## config.mk

```make
export PLATFORM = sky130hd
export DESIGN_NAME = sata_cmd_scheduler
export DESIGN_NICKNAME = d
export VERILOG_FILES = /design/src/rtl/sata_wrapper_define_pkg.sv /design/src/rtl/sata_rr_arbiter.sv /design/src/rtl/sata_cmd_scheduler.sv
export SDC_FILE = /design/constraint.sdc
export NUM_CORES = 1
export LEC_CHECK = 0
export CAP_MARGIN = 20
export CORE_AREA = 5 5 206 208
export DETAILED_ROUTE_END_ITERATION = 6
export DIE_AREA = 0 0 211 213
export PLACE_DENSITY = 0.65
export SKIP_LAST_GASP = 1
export SYNTH_ARGS = -nofsm -noshare
export SYNTH_HDL_FRONTEND = slang
export SYNTH_SLANG_ARGS = --single-unit
```

## constraint.sdc

```tcl
create_clock -name clk -period 2.1 [get_ports clk]
set_input_delay 0.315 -clock clk [delete_from_list [all_inputs] [get_ports clk]]
set_output_delay 0.315 -clock clk [all_outputs]
set_load 0.01 [all_outputs]
```

## src/rtl/sata_wrapper_define_pkg.sv

```systemverilog
// Shared SATA command types: H2D/D2H register FIS views over one command word.
// Latency: n/a (types, constants and a width helper only).
// Backpressure: n/a.
package sata_wrapper_define;

    // ATA status register bit positions
    localparam int ATA_STS_ERR = 0;
    localparam int ATA_STS_BSY = 7;

    // Host-to-device register FIS fields
    typedef struct packed {
        logic [7:0]  command;
        logic [15:0] features;
        logic [47:0] lba;
        logic [15:0] count;
        logic [7:0]  device;
        logic [7:0]  control;
    } h2d_t;

    // Device-to-host register FIS fields (same width as h2d_t)
    typedef struct packed {
        logic [7:0]  status;
        logic [7:0]  error;
        logic [47:0] lba;
        logic [15:0] count;
        logic [7:0]  device;
        logic [15:0] rsvd;
    } d2h_t;

    typedef union packed {
        h2d_t h2d;
        d2h_t d2h;
    } cmd_t;

    // Index width for n requesters, never below one bit
    function automatic int idx_width(input int n);
        return (n > 1) ? $clog2(n) : 1;
    endfunction

endpackage

```

## src/rtl/sata_rr_arbiter.sv

```systemverilog
// Round-robin pick: first requester after 'last', wrapping modulo NREQ.
// Latency: combinational.
// Backpressure: none; grant is all-zero when nothing requests.
module sata_rr_arbiter
    import sata_wrapper_define::*;
#(
    parameter  int NREQ = 2,
    localparam int IW   = idx_width(NREQ)
) (
    input  logic [NREQ-1:0] req,
    input  logic [IW-1:0]   last,
    output logic [NREQ-1:0] grant
);

    // Walk priorities last+1, last+2, ... and take the first active requester
    always_comb begin
        logic found;
        grant = '0;
        found = 1'b0;
        for (int k = 1; k <= NREQ; k++) begin
            for (int i = 0; i < NREQ; i++) begin
                if (!found && req[i] && (((int'(last) + k) % NREQ) == i)) begin
                    grant[i] = 1'b1;
                    found    = 1'b1;
                end
            end
        end
    end

endmodule

```

## src/rtl/sata_cmd_scheduler.sv

```systemverilog
// Serialises H2D commands from NREQ requesters and pairs each with its D2H reply or a timeout.
// Latency: grant registered one cycle after request seen in IDLE; resp_valid one cycle after D2H/timeout.
// Backpressure: one command in flight; requesters hold req_valid until granted, m_req held until m_ack.
module sata_cmd_scheduler
    import sata_wrapper_define::*;
#(
    parameter  int NREQ        = 2,
    parameter  int TIMEOUT_CYC = 1000000,
    localparam int IW          = idx_width(NREQ)
) (
    input  logic               clk,
    input  logic               rst_n,
    input  logic [NREQ-1:0]    req_valid,
    input  cmd_t [NREQ-1:0]    req_cmd,
    output logic [NREQ-1:0]    req_grant,
    output logic               resp_valid,
    output logic [IW-1:0]      resp_id,
    output cmd_t               resp_d2h,
    output logic               resp_err,
    output logic               resp_timeout,
    output cmd_t               m_cmd,
    output logic               m_req,
    input  logic               m_ack,
    input  cmd_t               s_cmd,
    input  logic               s_req,
    output logic               s_ack,
    output logic               busy,
    output logic               unsol_d2h
);

    localparam int            TW    = $clog2(TIMEOUT_CYC) + 1;
    localparam logic [TW-1:0] TLAST = TW'(TIMEOUT_CYC - 1);

    typedef enum logic [1:0] {
        ST_IDLE,
        ST_ISSUE,
        ST_WAIT_D2H,
        ST_RESP
    } state_t;

    state_t          state;
    logic [IW-1:0]   last_idx;
    logic [TW-1:0]   tcnt;
    logic [NREQ-1:0] arb_grant;
    logic [IW-1:0]   sel_idx;
    cmd_t            sel_cmd;
    logic            s_take;

    sata_rr_arbiter #(
        .NREQ (NREQ)
    ) u_arb (
        .req   (req_valid),
        .last  (last_idx),
        .grant (arb_grant)
    );

    // A D2H is taken only when s_ack was low last cycle, so s_ack never repeats back-to-back
    assign s_take = s_req && !s_ack;
    assign busy   = (state != ST_IDLE);

    // Encode the one-hot arbiter grant into an index and the matching command
    always_comb begin
        sel_idx = '0;
        sel_cmd = '0;
        for (int i = 0; i < NREQ; i++) begin
            if (arb_grant[i]) begin
                sel_idx = IW'(i);
                sel_cmd = req_cmd[i];
            end
        end
    end

    // Command FSM: grant, issue H2D, wait for D2H or timeout, report completion
    always_ff @(posedge clk or negedge rst_n) begin
        if (!rst_n) begin
            state        <= ST_IDLE;
            last_idx     <= IW'(NREQ - 1);
            tcnt         <= '0;
            req_grant    <= '0;
            resp_valid   <= 1'b0;
            resp_id      <= '0;
            resp_d2h     <= '0;
            resp_err     <= 1'b0;
            resp_timeout <= 1'b0;
            m_cmd        <= '0;
            m_req        <= 1'b0;
            s_ack        <= 1'b0;
            unsol_d2h    <= 1'b0;
        end else begin
            req_grant  <= '0;
            resp_valid <= 1'b0;
            s_ack      <= 1'b0;
            unsol_d2h  <= 1'b0;
            case (state)
                ST_IDLE: begin
                    if (s_take) begin
                        s_ack     <= 1'b1;
                        unsol_d2h <= 1'b1;
                    end
                    if (|req_valid) begin
                        req_grant <= arb_grant;
                        m_cmd     <= sel_cmd;
                        resp_id   <= sel_idx;
                        last_idx  <= sel_idx;
                        m_req     <= 1'b1;
                        state     <= ST_ISSUE;
                    end
                end
                ST_ISSUE: begin
                    if (s_take) begin
                        s_ack     <= 1'b1;
                        unsol_d2h <= 1'b1;
                    end
                    if (m_ack) begin
                        m_req <= 1'b0;
                        tcnt  <= '0;
                        state <= ST_WAIT_D2H;
                    end
                end
                ST_WAIT_D2H: begin
                    // A response in the final counted cycle still beats the timeout
                    if (s_take) begin
                        s_ack        <= 1'b1;
                        resp_d2h     <= s_cmd;
                        resp_err     <= s_cmd.d2h.status[ATA_STS_ERR];
                        resp_timeout <= 1'b0;
                        resp_valid   <= 1'b1;
                        state        <= ST_RESP;
                    end else if (tcnt >= TLAST) begin
                        resp_err     <= 1'b1;
                        resp_timeout <= 1'b1;
                        resp_valid   <= 1'b1;
                        state        <= ST_RESP;
                    end else if (tcnt != '1) begin
                        tcnt <= tcnt + 1'b1;
                    end
                end
                ST_RESP: begin
                    resp_err     <= 1'b0;
                    resp_timeout <= 1'b0;
                    state        <= ST_IDLE;
                end
                default: state <= ST_IDLE;
            endcase
        end
    end

endmodule

```

; Word level (Yosys, flattened, before mapping)
; Cells that the tools add are included.
[word_totals]
regBits = 241
in_bits = 318
elab_cells = 94
[classes]
n_addsub = 3
n_lt_le_gt_ge = 1
eq_ne = 12
n_mux = 35
n_bitwise = 2
reduce_logical = 28
[ops]
columns = cell, n
row1 = 104-bit 2-to-1 mux, 2
row2 = 21-bit 2-to-1 mux, 4
row3 = 32-bit zero test, 2
row4 = 21-bit case mux with 2 select lines, 1
row5 = 21-bit by 1-bit adder with 21-bit output (second input constant), 1
row6 = 21-bit by 20-bit >= comparator with 1-bit output (second input constant), 1
row7 = 21-bit inequality test (second input constant), 1
row8 = 1-bit 2-to-1 mux, 18
row9 = 2-bit 2-to-1 mux, 6
row10 = 2-bit inequality test (second input constant), 5
row11 = 2-bit == test (second input constant), 4
row12 = 1-bit logical AND, 8
row13 = 2-bit case mux with 4 select lines, 1
row14 = 2-bit nonzero test, 4
row15 = 1-bit case mux with 2 select lines, 3
row16 = 2-bit AND reduction, 3
row17 = 3-bit AND reduction, 2
row18 = 5-bit AND reduction, 1
row19 = 1-bit zero test, 4
row20 = 2-bit OR reduction, 2
row21 = 3-bit inequality test (second input constant), 1
row22 = 3-bit OR reduction, 1
row23 = 1-bit adder (second input constant), 2
row24 = 1-bit AND (first input constant), 2
row25 = 2 further kinds, 2

; Logic depth before layout (Yosys ltp)
[depth]
word_depth = 19
ltp_mapped = 9
depth_no_buf = 7

; Hierarchy
; Synthesis repeated with hierarchy kept, for this count alone.
[hier_totals]
cells_unflattened = 881
hier_area_um2 = 10144.7
[by_module_without_submodules]
columns = module, instances, cells_each, area_per_inst_um2, seq_area_each_um2
row1 = sata_cmd_scheduler, 1, 878, 10126.0, 6032.0
row2 = sata_rr_arbiter, 1, 3, 18.8, 0.0

; Worst setup path before layout
; Ideal clock, no wire load.
[synth_path]
kind = register to register
startpoint = register tcnt[11]
endpoint = register state[1]
arrival_time_ns = 1.938
required_ns = 1.975
slack_ns = 0.037
path_stages_with_launch = 7
path_buffers = 0
path_cell_list = dfrtp_1 > or3_1 > or2_1 > o211ai_2 > nand3_1 > o21a_1 > mux2_4
[synth_between]
elab_chain_cells = 3
[synth_rtl]
columns = item, line
row1 = "start, declared", sata_cmd_scheduler.sv:43  ; logic [TW-1:0] tcnt;
row2 = "start signal, assigned", sata_cmd_scheduler.sv:135  ; tcnt <= tcnt + 1'b1;
row3 = 21-bit by 20-bit >= comparator with 1-bit output, sata_cmd_scheduler.sv:129  ; end else if (tcnt >= TLAST) begin
row4 = 3-bit inequality test (no line), n/a
row5 = 3-bit AND reduction (no line), n/a
row6 = "end signal, assigned", sata_cmd_scheduler.sv:128  ; state <= ST_RESP;
row7 = "end signal, assigned", sata_cmd_scheduler.sv:133  ; state <= ST_RESP;
row8 = "end signal, assigned", sata_cmd_scheduler.sv:141  ; state <= ST_IDLE;
row9 = "end, declared", sata_cmd_scheduler.sv:41  ; state_t state;
; No other way between the ends.
; A chain may end at the register's enable or synchronous reset.

; Worst setup path after layout
[layout_path]
startpoint = register tcnt[11]
endpoint = register tcnt[11]
[layout_between]
elab_chain_cells = 5
word_cells_on_any_way = 10
cone_classes = add/sub (1) / order compare (1) / eq/ne (3) / mux (4) / reduce/logical (1)
[layout_rtl]
columns = item, line
row1 = 21-bit by 1-bit adder with 21-bit output, sata_cmd_scheduler.sv:135
row2 = 21-bit 2-to-1 mux, sata_cmd_scheduler.sv:134  ; end else if (tcnt != '1) begin
row3 = 21-bit 2-to-1 mux, sata_cmd_scheduler.sv:129
row4 = 21-bit 2-to-1 mux, sata_cmd_scheduler.sv:122  ; if (s_take) begin
row5 = 21-bit case mux with 2 select lines, sata_cmd_scheduler.sv:94  ; case (state)
; Several ways; a longest one is shown, not always the timed one. The select of a mux whose other input is x is not followed.

==> impl_summary.log <==
[metrics] buffer depth of the longest clock path: 3
[metrics] final worst clock skew: 0.0154 ns
[metrics] largest voltage drop on the vdd net: 520 uV
[metrics] total iterations of the first detailed-routing run: 7
[metrics] result of the run: complete, but fails checks
[metrics] post-route minimum period: 2.15 ns
[metrics] path type of the worst min-delay path: in -> async
[metrics] CP Class: reg -> reg
[metrics] Slew Viols, Final: 0
[metrics] Critical Path Start Type: register
[metrics] initial DRC count: 361
[metrics] post-detailed-placement half-perimeter wirelength: 29.2 mm
[metrics] clock transition at the registers of the reported paths: 0.06 ns
[metrics] sequential element share of the synthesized area: 0.599
[metrics] initial standard-cell utilization of the core: 0.249
[metrics] num ports: 536
[metrics] average via count per standard cell: 4.57
[metrics] Post-Syn Area per Cell: 11.5 sq um
[metrics] TritonCTS clock tree: done
[metrics] clk_lat worst skew: 0.54 ns
[metrics] Overflow after GRT: 0
[metrics] routability cong.: 0.833
[metrics] Hold WS: 0.246 ns
[metrics] Worst Setup Slack, final: -0.0535 ns
[metrics] area taken by multi-input logic gates: 3880 sq um
[metrics] die area: 44,900 sq um
[metrics] number of nets in the synthesized netlist: 1,196
[metrics] number of enable flip-flop cells after synthesis: 0
[metrics] Worst setup EP type: register
[metrics] Netlist Area Pre-Place: 10,100 sq um
[metrics] RSZ-0062 raised after global routing: yes
[metrics] combined global-route utilization of all metal layers: 0.156
[metrics] share of the clock period used by the worst path: 1.03
[metrics] minimum setup slack among reg-to-reg paths: -0.05 ns
[metrics] number of rows in the core area: 74
[metrics] count of warnings emitted by yosys: 0
[metrics] CTS root buf: sky130_fd_sc_hd__clkbuf_16
[metrics] CTS buffer count: 27
[metrics] Finished Core Util: 0.437
[metrics] largest fanout on the critical path: 11
[metrics] Total Routed Length: 37.3 mm
[metrics] footprint of the flip-flops and latches: 6030 sq um
[metrics] wire length per cell: 18.6 microns
[metrics] prevailing post-synth register cell: sky130_fd_sc_hd__dfrtp_1
[metrics] DRC viols: 0
[metrics] R2R cell count: 8
[metrics] Final TNS setup: -0.142 ns
[metrics] Crit path required time: 2.51 ns
[metrics] largest net degree at the start of global routing: 63
[metrics] die height: 213 microns
[metrics] Slew Limit Headroom: 0.773
[metrics] violated checks: setup timing
[metrics] critical register-to-register path startpoint: tcnt[11]$_DFFE_PN0P_
[metrics] growth of design area from synthesis to finish: 75.3%
[metrics] number of nets still failing antenna checks after routing: 0
[metrics] maximum level of the CTS H-tree: 1
[metrics] power density cells: 1310 nW/um^2
[metrics] RR Endpoint: tcnt[11]$_DFFE_PN0P_
[metrics] Setup WS pre-CTS: -0.186 ns
[metrics] Port Buffers: 535
[metrics] Fmax: 464 MHz
[metrics] Leak Pwr: 0.00735 uW
[metrics] Worst EP arrival: 2.57 ns
[metrics] CTS Sinks: 241
[metrics] vias in the first global route: 9,650
[metrics] instance count of the mapped netlist: 873
[metrics] chip width: 211 microns
[metrics] antenna violations before repair: 1
[metrics] number of synthesized register bits: 241
[metrics] global-route wire length before repair: 55.6 mm
[metrics] number of endpoints failing setup at the final stage: 5
[metrics] transition time at the pin with the least slew margin: 0.339 ns
[metrics] Async SR Flop Fraction: 1.00
[metrics] distinct cell type count after synthesis: 46
[metrics] number of maximum-capacitance constraint violations: 0
[metrics] final hold viol count: 0
[metrics] nets@finish: 1,775
[metrics] total of fill cells in the finished design: 3,894
[metrics] share of cells above drive strength 1: 0.167
[metrics] vias post-DR: 9,150
[metrics] Core Area: 40,400 sq um
==> layout make-up <==
type / count / share of cell area
timing repair buffer: 612 / 0.349
sequential: 241 / 0.342
multi-input combinational: 561 / 0.220
clock inverter: 9 / 0.00695
clock buffer: 39 / 0.0425
inverter: 9 / 0.00191
antenna: 1 / 0.000142
tap: 532 / 0.0377
==> Yosys cell counts, types with 2 or more instances <==
master	n	share of area
sky130_fd_sc_hd__mux2_2	104	0.12
sky130_fd_sc_hd__o41ai_1	2	0.0017
sky130_fd_sc_hd__buf_6	2	0.0022
sky130_fd_sc_hd__inv_1	9	0.0034
sky130_fd_sc_hd__o21ai_1	3	0.0015
sky130_fd_sc_hd__clkbuf_1	50	0.019
sky130_fd_sc_hd__and2_1	5	0.0031
sky130_fd_sc_hd__a21oi_1	8	0.0040
sky130_fd_sc_hd__or2_1	2	0.0012
sky130_fd_sc_hd__nand3_1	8	0.0040
sky130_fd_sc_hd__dfrtp_1	240	0.60
sky130_fd_sc_hd__o31ai_1	6	0.0045
sky130_fd_sc_hd__a21boi_1	2	0.0015
sky130_fd_sc_hd__a31oi_1	2	0.0012
sky130_fd_sc_hd__a22oi_1	104	0.078
sky130_fd_sc_hd__nor4_1	2	0.0012
sky130_fd_sc_hd__nor2_1	19	0.0071
sky130_fd_sc_hd__nand2_1	126	0.047
sky130_fd_sc_hd__mux2i_1	5	0.0050
sky130_fd_sc_hd__o21ai_0	122	0.061
sky130_fd_sc_hd__a21o_1	2	0.0015
sky130_fd_sc_hd__o21a_1	6	0.0045
sky130_fd_sc_hd__ha_1	5	0.0062
sky130_fd_sc_hd__or3_1	6	0.0037
sky130_fd_sc_hd__buf_1	8	0.0030
sky130_fd_sc_hd__nor3_1	2	0.00099
sky130_fd_sc_hd__nand4_1	4	0.0025
==> worst max-delay path by stage <==
stage / startpoint / end / slack (ns) / cells past startpoint
finish: tcnt[11]$_DFFE_PN0P_ / tcnt[11]$_DFFE_PN0P_ / -0.05 / 8
global route: tcnt[7]$_DFFE_PN0P_ / state[1]$_DFFE_PN0P_ / -0.13 / 7
CTS: tcnt[11]$_DFFE_PN0P_ / tcnt[17]$_DFFE_PN0P_ / -0.01 / 7
detailed placement: s_req / tcnt[2]$_DFFE_PN0P_ / -0.19 / 9
global placement: s_req / tcnt[2]$_DFFE_PN0P_ / -0.09 / 9
floorplan: tcnt[11]$_DFFE_PN0P_ / state[1]$_DFFE_PN0P_ / 0.04 / 6
==> critical path, stage by stage (launching register included) <==
cell and delay (ns):
sky130_fd_sc_hd__dfrtp_1 0.37, sky130_fd_sc_hd__or3_4 0.40, sky130_fd_sc_hd__or2_1 0.23, sky130_fd_sc_hd__o211ai_2 0.28, sky130_fd_sc_hd__buf_4 0.17, sky130_fd_sc_hd__a31oi_2 0.11
sky130_fd_sc_hd__buf_6 0.18, sky130_fd_sc_hd__o21ai_0 0.18, sky130_fd_sc_hd__o31ai_1 0.11
==> routing by layer <==
layer  global-route usage  up-vias  routed length [microns]
met5                    0        -                        0
met4               0.0601        0                     1430
met2                0.266      432                    18100
met1                0.182     4345                    14200
met3               0.0551       67                     3650
li1                     -     4306                        -
==> layout by cell type (no fill, tap or decap), drive strengths merged, types with 2 or more instances in the layout <==
cell           Yosys  layout
a22oi            104     104
bufinv             0       3
and2               5       5
or3                6       6
clkdlybuf4s50      0     533
a31oi              3       3
nor2              19      19
nand3              9       9
nor4               2       2
nor3               2       2
o31ai              6       6
o41ai              3       3
nand2b             2       2
ha                 5       5
buf               12      77
clkbuf            50      39
a21oi              8       8
o21ai            125     125
nand4              4       4
mux2i              5       5
dfrtp            240     240
o21a               6       6
a21boi             2       2
clkinv             0       5
mux2             105     105
a21o               2       2
or2                3       3
nand2            126     126
inv                9       9
==> flip-flops by register name (all words and copies together), names as in the netlist, 2 cells and up <==
| register | cells |
|---|---|
| tcnt | 21 |
| state | 2 |
| req_grant | 2 |
| m_cmd | 104 |
| resp_d2h | 104 |
==> stage by stage <==
stage          instances  cell area, sq um  total power (uW)
2_1_floorplan        873             10100             11900
3_3_place_gp        1947             16600             18200
3_5_place_dp        1947             16600             18400
4_1_cts             2001             17600             23300
5_1_grt             2004             17700             24500
6_report            2004             17700             23100
==> power by group <==
group / total [uW] / internal (uW) / switching (uW)
registers: 7690 / 6640 / 1050
clock network: 4730 / 2830 / 1890
logic: 10600 / 6020 / 4610
total: 23100 / 15500 / 7550
==> timing repair <==
action	CTS	global route
gates resized for setup	7	26
buffers inserted	5	2
hold endpoints to repair	67	0
pin swaps	4	8
gates cloned	0	0
hold buffers	1	0
setup endpoints to repair	11	22
==> kinds of logic (layout without fill, tap and decap cells) <==
| group | Yosys count | in the layout | share of synthesized area |
|---|---|---|---|
| buf+inv | 71 | 669 | 0.0285 |
| fa+ha+maj | 5 | 5 | 0.00621 |
| mux | 110 | 110 | 0.123 |
| compound gates | 263 | 263 | 0.166 |
| other cells | 0 | 1 | 0 |
| simple gates | 183 | 183 | 0.0777 |
| flops | 241 | 241 | 0.599 |
(Power assumes the default switching activity.)
